**src/rtl/ccff_chain_loader_if.sv**
```systemverilog
// Bitstream beat stream between the SPI/JTAG front end (master) and the
// configuration chain loader (slave): one bit per chain per accepted beat.
interface ccff_chain_loader_if #(
  parameter int NUM_CHAINS = 8
) ();

  logic                  bs_valid;
  logic [NUM_CHAINS-1:0] bs_data;
  logic                  bs_ready;

  modport master (
    output bs_valid,
    output bs_data,
    input  bs_ready
  );

  modport slave (
    input  bs_valid,
    input  bs_data,
    output bs_ready
  );

endinterface

```
**src/rtl/ccff_chain_loader.sv**
```systemverilog
// Loads NUM_CHAINS parallel configuration chains: PRST clears them, then each
// accepted beat is shifted in with one generated prog_clk pulse.
// Optional tail check: define CCFF_LOADER_TAILCHK_EN.
module ccff_chain_loader #(
  parameter int NUM_CHAINS = 8,
  parameter int CHAIN_LEN  = 1024,
  parameter int CLK_DIV    = 4,
  parameter int RST_CYCLES = 8
) (
  input  logic                  clk_i,
  input  logic                  rst_ni,
  input  logic                  start_i,
  ccff_chain_loader_if.slave    bs,
  output logic [NUM_CHAINS-1:0] ccff_head_o,
  input  logic [NUM_CHAINS-1:0] ccff_tail_i,
  output logic                  prog_clk_o,
  output logic                  prog_reset_no,
  output logic                  config_enable_o,
  output logic                  busy_o,
  output logic                  done_o,
  output logic                  err_o
);

  localparam int PH_W   = $clog2(CLK_DIV);
  localparam int BEAT_W = $clog2(CHAIN_LEN + 1);
  localparam int RST_W  = $clog2(RST_CYCLES + 1);

  localparam logic [PH_W-1:0]   PH_LAST   = PH_W'(CLK_DIV - 1);
  localparam logic [PH_W-1:0]   PH_HALF   = PH_W'(CLK_DIV / 2);
  localparam logic [BEAT_W-1:0] BEAT_LAST = BEAT_W'(CHAIN_LEN - 1);
  localparam logic [RST_W-1:0]  RST_LAST  = RST_W'(RST_CYCLES - 1);

  typedef enum logic [1:0] {
    IDLE  = 2'd0,
    PRST  = 2'd1,
    SHIFT = 2'd2,
    DONE  = 2'd3
  } state_t;

  state_t                state_q, state_d;
  logic [PH_W-1:0]       phase_q, phase_d;
  logic [RST_W-1:0]      rst_cnt_q;
  logic [BEAT_W-1:0]     beat_cnt_q;
  logic [NUM_CHAINS-1:0] head_q;
  logic                  prog_clk_q;

  logic at_phase0;
  logic hs;
  logic beat_end;
  logic start_go;

  assign at_phase0 = (state_q == SHIFT) && (phase_q == '0);
  assign hs        = at_phase0 && bs.bs_valid;
  assign beat_end  = (state_q == SHIFT) && (phase_q == PH_LAST);
  assign start_go  = ((state_q == IDLE) || (state_q == DONE)) && start_i;

  // NOTE: every variable gets a default before the case so no path can
  // leave it unassigned; otherwise synthesis infers a latch.
  always_comb begin
    state_d = state_q;
    phase_d = '0;
    unique case (state_q)
      IDLE, DONE: begin
        if (start_i) state_d = PRST;
      end
      PRST: begin
        if (rst_cnt_q == RST_LAST) state_d = SHIFT;
      end
      SHIFT: begin
        if (phase_q == '0) begin
          // Phase 0 holds until the source offers a beat.
          phase_d = hs ? PH_W'(1) : '0;
        end else if (phase_q == PH_LAST) begin
          phase_d = '0;
          if (beat_cnt_q == BEAT_LAST) state_d = DONE;
        end else begin
          phase_d = phase_q + 1'b1;
        end
      end
      default: state_d = IDLE;
    endcase
  end

  // NOTE: sequential state uses non-blocking assignments so every register
  // samples the pre-edge value of every other register.
  always_ff @(posedge clk_i or negedge rst_ni) begin
    if (!rst_ni) begin
      state_q    <= IDLE;
      phase_q    <= '0;
      rst_cnt_q  <= '0;
      beat_cnt_q <= '0;
      head_q     <= '0;
      prog_clk_q <= 1'b0;
    end else begin
      state_q    <= state_d;
      phase_q    <= phase_d;
      // Decoded from next-state values so prog_clk is a clean flop output.
      prog_clk_q <= (state_d == SHIFT) && (phase_d >= PH_HALF);
      rst_cnt_q  <= (state_q == PRST) ? rst_cnt_q + 1'b1 : '0;

      if (state_q == PRST) begin
        beat_cnt_q <= '0;
      end else if (beat_end) begin
        beat_cnt_q <= beat_cnt_q + 1'b1;
      end

      if (start_go) begin
        head_q <= '0;
      end else if (hs) begin
        head_q <= bs.bs_data;
      end
    end
  end

  assign bs.bs_ready     = at_phase0;
  assign ccff_head_o     = head_q;
  assign prog_clk_o      = prog_clk_q;
  assign prog_reset_no   = (state_q != PRST);
  assign config_enable_o = (state_q == SHIFT);
  assign busy_o          = (state_q == PRST) || (state_q == SHIFT);
  assign done_o          = (state_q == DONE);

`ifdef CCFF_LOADER_TAILCHK_EN
  logic [NUM_CHAINS-1:0] first_q;
  logic                  err_q;

  // Tails are sampled in the last phase of each beat, i.e. just before the
  // prog_clk falling edge; only the final beat should surface the first beat.
  always_ff @(posedge clk_i or negedge rst_ni) begin
    if (!rst_ni) begin
      first_q <= '0;
      err_q   <= 1'b0;
    end else begin
      if (hs && (beat_cnt_q == '0)) first_q <= bs.bs_data;

      if (state_q == PRST) begin
        err_q <= 1'b0;
      end else if (beat_end) begin
        if (beat_cnt_q == BEAT_LAST) begin
          if (ccff_tail_i != first_q) err_q <= 1'b1;
        end else if (ccff_tail_i != '0) begin
          err_q <= 1'b1;
        end
      end
    end
  end

  assign err_o = err_q;
`else
  logic unused_tail;
  assign unused_tail = ^ccff_tail_i;
  assign err_o       = 1'b0;
`endif

endmodule

```
**src/flat_wrapper.sv**
```systemverilog
// flat-port wrapper written by rule: the top's interface ports become plain ports
module ccff_chain_loader_flat 
#(
  parameter int NUM_CHAINS = 8,
  parameter int CHAIN_LEN  = 1024,
  parameter int CLK_DIV    = 4,
  parameter int RST_CYCLES = 8
)
  (clk_i, rst_ni, start_i, ccff_head_o, ccff_tail_i, prog_clk_o, prog_reset_no, config_enable_o, busy_o, done_o, err_o, bs_bs_valid, bs_bs_data, bs_bs_ready);
  ccff_chain_loader_if #(.NUM_CHAINS(NUM_CHAINS)) bs_i ();
  input  logic clk_i;
  input  logic rst_ni;
  input  logic start_i;
  output logic [NUM_CHAINS-1:0] ccff_head_o;
  input  logic [NUM_CHAINS-1:0] ccff_tail_i;
  output logic prog_clk_o;
  output logic prog_reset_no;
  output logic config_enable_o;
  output logic busy_o;
  output logic done_o;
  output logic err_o;
  input wire logic [$bits(bs_i.bs_valid)-1:0] bs_bs_valid;
  input wire logic [$bits(bs_i.bs_data)-1:0] bs_bs_data;
  output wire logic [$bits(bs_i.bs_ready)-1:0] bs_bs_ready;
  assign bs_i.bs_valid = bs_bs_valid;
  assign bs_i.bs_data = bs_bs_data;
  assign bs_bs_ready = bs_i.bs_ready;
  ccff_chain_loader #(.NUM_CHAINS(NUM_CHAINS), .CHAIN_LEN(CHAIN_LEN), .CLK_DIV(CLK_DIV), .RST_CYCLES(RST_CYCLES)) u_core (.clk_i(clk_i), .rst_ni(rst_ni), .start_i(start_i), .bs(bs_i), .ccff_head_o(ccff_head_o), .ccff_tail_i(ccff_tail_i), .prog_clk_o(prog_clk_o), .prog_reset_no(prog_reset_no), .config_enable_o(config_enable_o), .busy_o(busy_o), .done_o(done_o), .err_o(err_o));
endmodule
```
**config.mk**
```make
export PLATFORM = sky130hd
export DESIGN_NAME = ccff_chain_loader_flat
export DESIGN_NICKNAME = d
export VERILOG_FILES = /design/src/rtl/ccff_chain_loader_if.sv /design/src/rtl/ccff_chain_loader.sv /design/src/flat_wrapper.sv
export SDC_FILE = /design/constraint.sdc
export NUM_CORES = 1
export LEC_CHECK = 0
export ABC_CLOCK_PERIOD_IN_PS = 1840
export BUFFER_PORTS_ARGS = -buffer_cell sky130_fd_sc_hd__clkbuf_2
export CORE_ASPECT_RATIO = 0.75
export CORE_MARGIN = 4
export CORE_UTILIZATION = 47
export CTS_CLUSTER_DIAMETER = 60
export DETAILED_ROUTE_END_ITERATION = 10
export GPL_ROUTABILITY_DRIVEN = 0
export HOLD_SLACK_MARGIN = 0.1
export PLACE_DENSITY = 0.75
export SYNTH_ARGS = -nofsm -noshare
export SYNTH_HDL_FRONTEND = slang
export SYNTH_SLANG_ARGS = --single-unit
```
**constraint.sdc**
```tcl
create_clock -name clk_i -period 1.84 [get_ports clk_i]
set_clock_uncertainty 0.05 [all_clocks]
set_input_delay 0 -clock clk_i [delete_from_list [all_inputs] [get_ports clk_i]]
set_output_delay 0 -clock clk_i [all_outputs]
set_load 0.01 [all_outputs]
```
# == Word level (Yosys, flattened, before mapping) ==
# Cells that the tools add are included.
# word_totals
register_bits,28
input_bits,20
out_inout_bits,15
word_cells,45
# op_classes
add_sub_neg,3
order_cmp,1
n_eq_ne,8
muxes,15
reduce_logical,12
# op_table
operator,n
11-bit two-way mux,2
2-bit two-way mux,8
8-bit two-way mux,2
11-bit by 1-bit adder with 11-bit output (second input constant),1
11-bit by 10-bit equality test with 1-bit output (second input constant),1
2-bit equality test (second input constant),4
2-bit case mux with 3 select lines,1
1-bit logical AND,5
4-bit by 1-bit adder with 4-bit output (second input constant),1
4-bit by 3-bit equality test with 1-bit output (second input constant),1
2-bit zero test,2
4-bit two-way mux,1
2-bit nonzero test,2
2-bit by 1-bit adder with 2-bit output (second input constant),1
2-bit by 1-bit equality test with 1-bit output (second input constant),1
2-bit >= comparator (second input constant),1
1-bit logical OR,2
2-bit by 1-bit inequality test with 1-bit output (second input constant),1
2-bit OR reduction,1
1-bit two-way mux,1

# == Longest topological paths before layout ==
# logic_depth
depth_word,8
mapped_depth,6
ltp_nobuf,5

# == Least setup slack after synthesis ==
# OpenSTA, ideal clock, no wires.
# synth_timing
kind,reg-to-reg
start,register u_core.phase_q[0]
end,register u_core.prog_clk_q (netlist: u_core.prog_clk_o)
setup_ps,122
arrival_ps,1615
t_required_ps,1668
slack_ps,54
path_stages_with_launch,6
n_path_buf,0
synth_period_minus_slack_ps,1786
path_cell_list,dfrtp_1 -> inv_1 -> ha_1 -> or3b_1 -> or4_1 -> a32o_1
# synth_between
elab_chain_len,8
word_cells_on_any_way,15
classes_between,1 x add/sub; 1 x order compare; 2 x eq/ne; 7 x mux; 4 x reduce/logical
# synth_rtl
item,line,rtl
from (decl),ccff_chain_loader.sv:41,"logic [PH_W-1:0] phase_q, phase_d;"
from (signal assigned),ccff_chain_loader.sv:96,phase_q <= phase_d;
branches (longest 7 deep; another with 2-bit by 1-bit adder with 2-bit output),--,
1-bit logical AND (*),ccff_chain_loader.sv:98,prog_clk_q <= (state_d == SHIFT) && (phase_d >= PH_HALF);
to (signal assigned),ccff_chain_loader.sv:98,
to (decl),ccff_chain_loader.sv:45,logic prog_clk_q;
# Mark *: on every way between the ends.
# A chain may end at the register's enable or synchronous reset.

# == Final worst setup path ==
# Same ends and word-level chain as after synthesis.

==> results.ini <==
[synthesis]
synth_top_family_by_area=simple AND/OR/NAND/NOR gates
syn-cell-area_um2=1380
yosysWarningCount=0
ys_ff_latch=28
synth_cell_types=32
syn_inst=133
synth_mux_area_share_pct=7.46
synth_compound_area_share_pct=9.55
synth_adder_area_share_pct=6.37
seq_area_frac_synth_pct=51.0
syn-mean-instance-area_um2=10.3
yosys.area_share.simple_pct=18.9
synth_xor_xnor_area_share_pct=2.55
syn-num-nets=160

[cts]
cts_buffers=3
clock_sinks=28
cts_tree=yes
htree_levels=1
clockBufferDepth=2
clock_latency_ns=0.27
clockRootBuffer=clkbuf_8
clkTransAtPathRegs_ns=0.09

[routing]
vias=1103
drc=0
ant_nets=0
vias_per_cell=5.20
dr.pass1.iters=5
routedWlPerCell_um=14.9
drtIter0Drc=70
drt_wl_total_um=3150

[grt]
gr-total-overflow=0
grt_pass1_vias=1077
antenna_found_initial=0
grt_pass1_wl_um=5010
grt_usage_pct=17.3
grt_max_degree=29

[finish]
n_fill_cell=240
final_layout_size_suffix_gt1_share_pct=26.1
diodes=0
area_growth_pct=29.0
fin_nets=205

[sta]
rsz0062_at_grt=true
finalSetupViolations=0
tightest_slew_ns=0.695
layout_worst_path_cycle_share_pct=99.7
fin_crit_ns=1.83
setup_tns_ns=0
report.final.slew_viol_count=0
whs_ns=0.241
slew_headroom_pct=53.7
fmax_mhz=545
hold_viol_final=0

[power_and_ir_drop]
p_leak_nw=0.886
power_density_nw_per_um2=770
ir_drop_mv=0.618

[critical_path]
cp_data_required_time_ns=1.95
path_max_fanout=3
cp.arrival_ns=1.95
startpoint_type=flop
end_kind=flop
crit_type=flop to flop

[placed_design]
port_buffers=25
dpl.hpwl_um=2160

[die]
die_w_um=70.5
core_area_um2=2700
rows=16
design.die.area_um2=3860
io_pins=35
die_y_um=54.8
start_util_pct=50.9

[flow_run]
drv_cap=0

[run_status]
status=completed

[hold_path]
hp-class=input port to asynchronous set/reset pin

## report_power, final
part | total (W) | switching [W] | internal (W)
registers | 0.000670 | 0.0000222 | 0.000647
logic | 0.000369 | 0.000218 | 0.000151
clock network | 0.000327 | 0.000180 | 0.000147
total | 0.00137 | 0.000420 | 0.000946
## timing repair
item / CTS / global route
pin swaps: 0 / 2
setup buffers: 0 / 2
endpoints found under the hold margin: 39 / 0
hold buffers: 11 / 0
endpoints found under the setup margin: 1 / 10
gates resized for setup: 2 / 6
## final cells by class
class / count / area [µm²] / share of cell area [%]
Multi-Input combinational cell: 92 / 658 / 37.1
Tap cell: 36 / 45.0 / 2.54
Sequential cell: 28 / 701 / 39.5
Inverter: 9 / 33.8 / 1.90
Timing Repair Buffer: 44 / 295 / 16.6
Clock buffer: 3 / 41.3 / 2.33
## final timing paths
| check | from | endpoint | slack [ns] | depth (start not counted) |
|---|---|---|---|---|
| setup / recovery | u_core.phase_q[0]$_DFF_PN0_ | u_core.prog_clk_o$_DFF_PN0_ | 0.006 | 5 |
| hold / removal | rst_ni | u_core.beat_cnt_q[5]$_DFFE_PN0P_ | 0.24 | 2 |
| setup reg to reg | u_core.phase_q[0]$_DFF_PN0_ | u_core.prog_clk_o$_DFF_PN0_ | 0.006 | 5 |
| hold reg to reg | u_core.rst_cnt_q[0]$_DFF_PN0_ | u_core.rst_cnt_q[0]$_DFF_PN0_ | 0.42 | 1 |
| max in group asynchronous | rst_ni | u_core.ccff_head_o[7]$_DFFE_PN0P_ | 1.05 | 2 |
| min in group clk_i | u_core.rst_cnt_q[0]$_DFF_PN0_ | u_core.rst_cnt_q[0]$_DFF_PN0_ | 0.42 | 1 |
## placed cells by master, fill, tap and decap left out, drive strengths merged, types with 3 or more instances in the layout
master | netlist | layout
dfrtp | 28 | 28
nand3 | 6 | 6
mux2i | 8 | 8
buf | 3 | 8
nand2 | 5 | 5
o31ai | 4 | 4
a21oi | 8 | 8
inv | 9 | 9
o21ai | 3 | 3
nor2b | 3 | 3
ha | 7 | 7
nor2 | 16 | 16
clkbuf | 1 | 28
or4 | 5 | 5
and2 | 5 | 5
dlygate4sd3 | 0 | 11
## Yosys cell counts
library cell / n / area (µm²)
buf_4: 1 / 7.51
dfrtp_1: 28 / 701
a21oi_1: 8 / 40.0
or3b_1: 1 / 8.76
a311oi_1: 1 / 8.76
nor3_1: 2 / 10.0
nand4_1: 2 / 12.5
a22oi_1: 1 / 7.51
a32o_1: 1 / 10.0
clkbuf_1: 1 / 3.75
a211oi_2: 1 / 12.5
nand3_1: 6 / 30.0
or3_1: 2 / 12.5
conb_1: 1 / 3.75
o31ai_1: 4 / 30.0
o21a_1: 1 / 7.51
xor2_1: 2 / 17.5
nor2b_1: 3 / 18.8
and2_1: 5 / 31.3
nor4_1: 2 / 12.5
mux2_2: 2 / 22.5
ha_1: 7 / 87.6
buf_1: 1 / 3.75
nand3b_1: 1 / 7.51
nor2_1: 16 / 60.1
mux2i_1: 8 / 80.1
inv_1: 9 / 33.8
or4_1: 5 / 37.5
xnor2_1: 2 / 17.5
nand2_1: 5 / 18.8
o21ai_0: 3 / 15.0
buf_2: 1 / 5.00
## worst max-delay path: stages, from the launching register on
cell	delay (ns)
dfrtp_1	0.38
inv_1	0.06
ha_2	0.18
or3b_1	0.37
or4_4	0.45
a32o_1	0.23
## layer usage
metal / global-route usage [%] / part of all wire [%] / routed length [µm] / up-vias
li1: - / - / - / 547
met1: 21.0 / 44 / 1380 / 534
met2: 30.7 / 52 / 1630 / 18
met3: 4.04 / 3.2 / 102 / 4
met4: 6.37 / 1.2 / 37 / 0
met5: 0 / 0 / 0 / -
## flip-flops by register name (all words and copies together) (netlist names)
name / count
u_core.phase_q: 2
u_core.rst_cnt_q: 4
u_core.prog_clk_o: 1
u_core.beat_cnt_q: 11
u_core.ccff_head_o: 8
u_core.state_q: 2
## logic make-up (layout without fill, tap and decap cells)
logic type      Yosys count  in the layout
compound gates           20             20
buf+inv                  13             56
mux                      10             10
xor+xnor                  4              4
simple gates             50             50
fa+ha+maj                 7              7
flops                    28             28
other cells               1              1
## through the flow
stage	total power, W	util [%]	cell area (µm²)	std cells	setup WS (ns)
6_report	0.00137	65.6	1770	212	0.00629
5_1_grt	0.00144	65.6	1770	212	-0.0521
4_1_cts	0.00135	63.9	1730	210	0.0127
3_5_place_dp	0.00101	58.1	1570	196	-0.0436
3_3_place_gp	0.000993	58.1	1570	196	0.0363
2_1_floorplan	0.000885	-	1380	133	0.0538
Note: power is estimated with default switching activity, not from simulation.
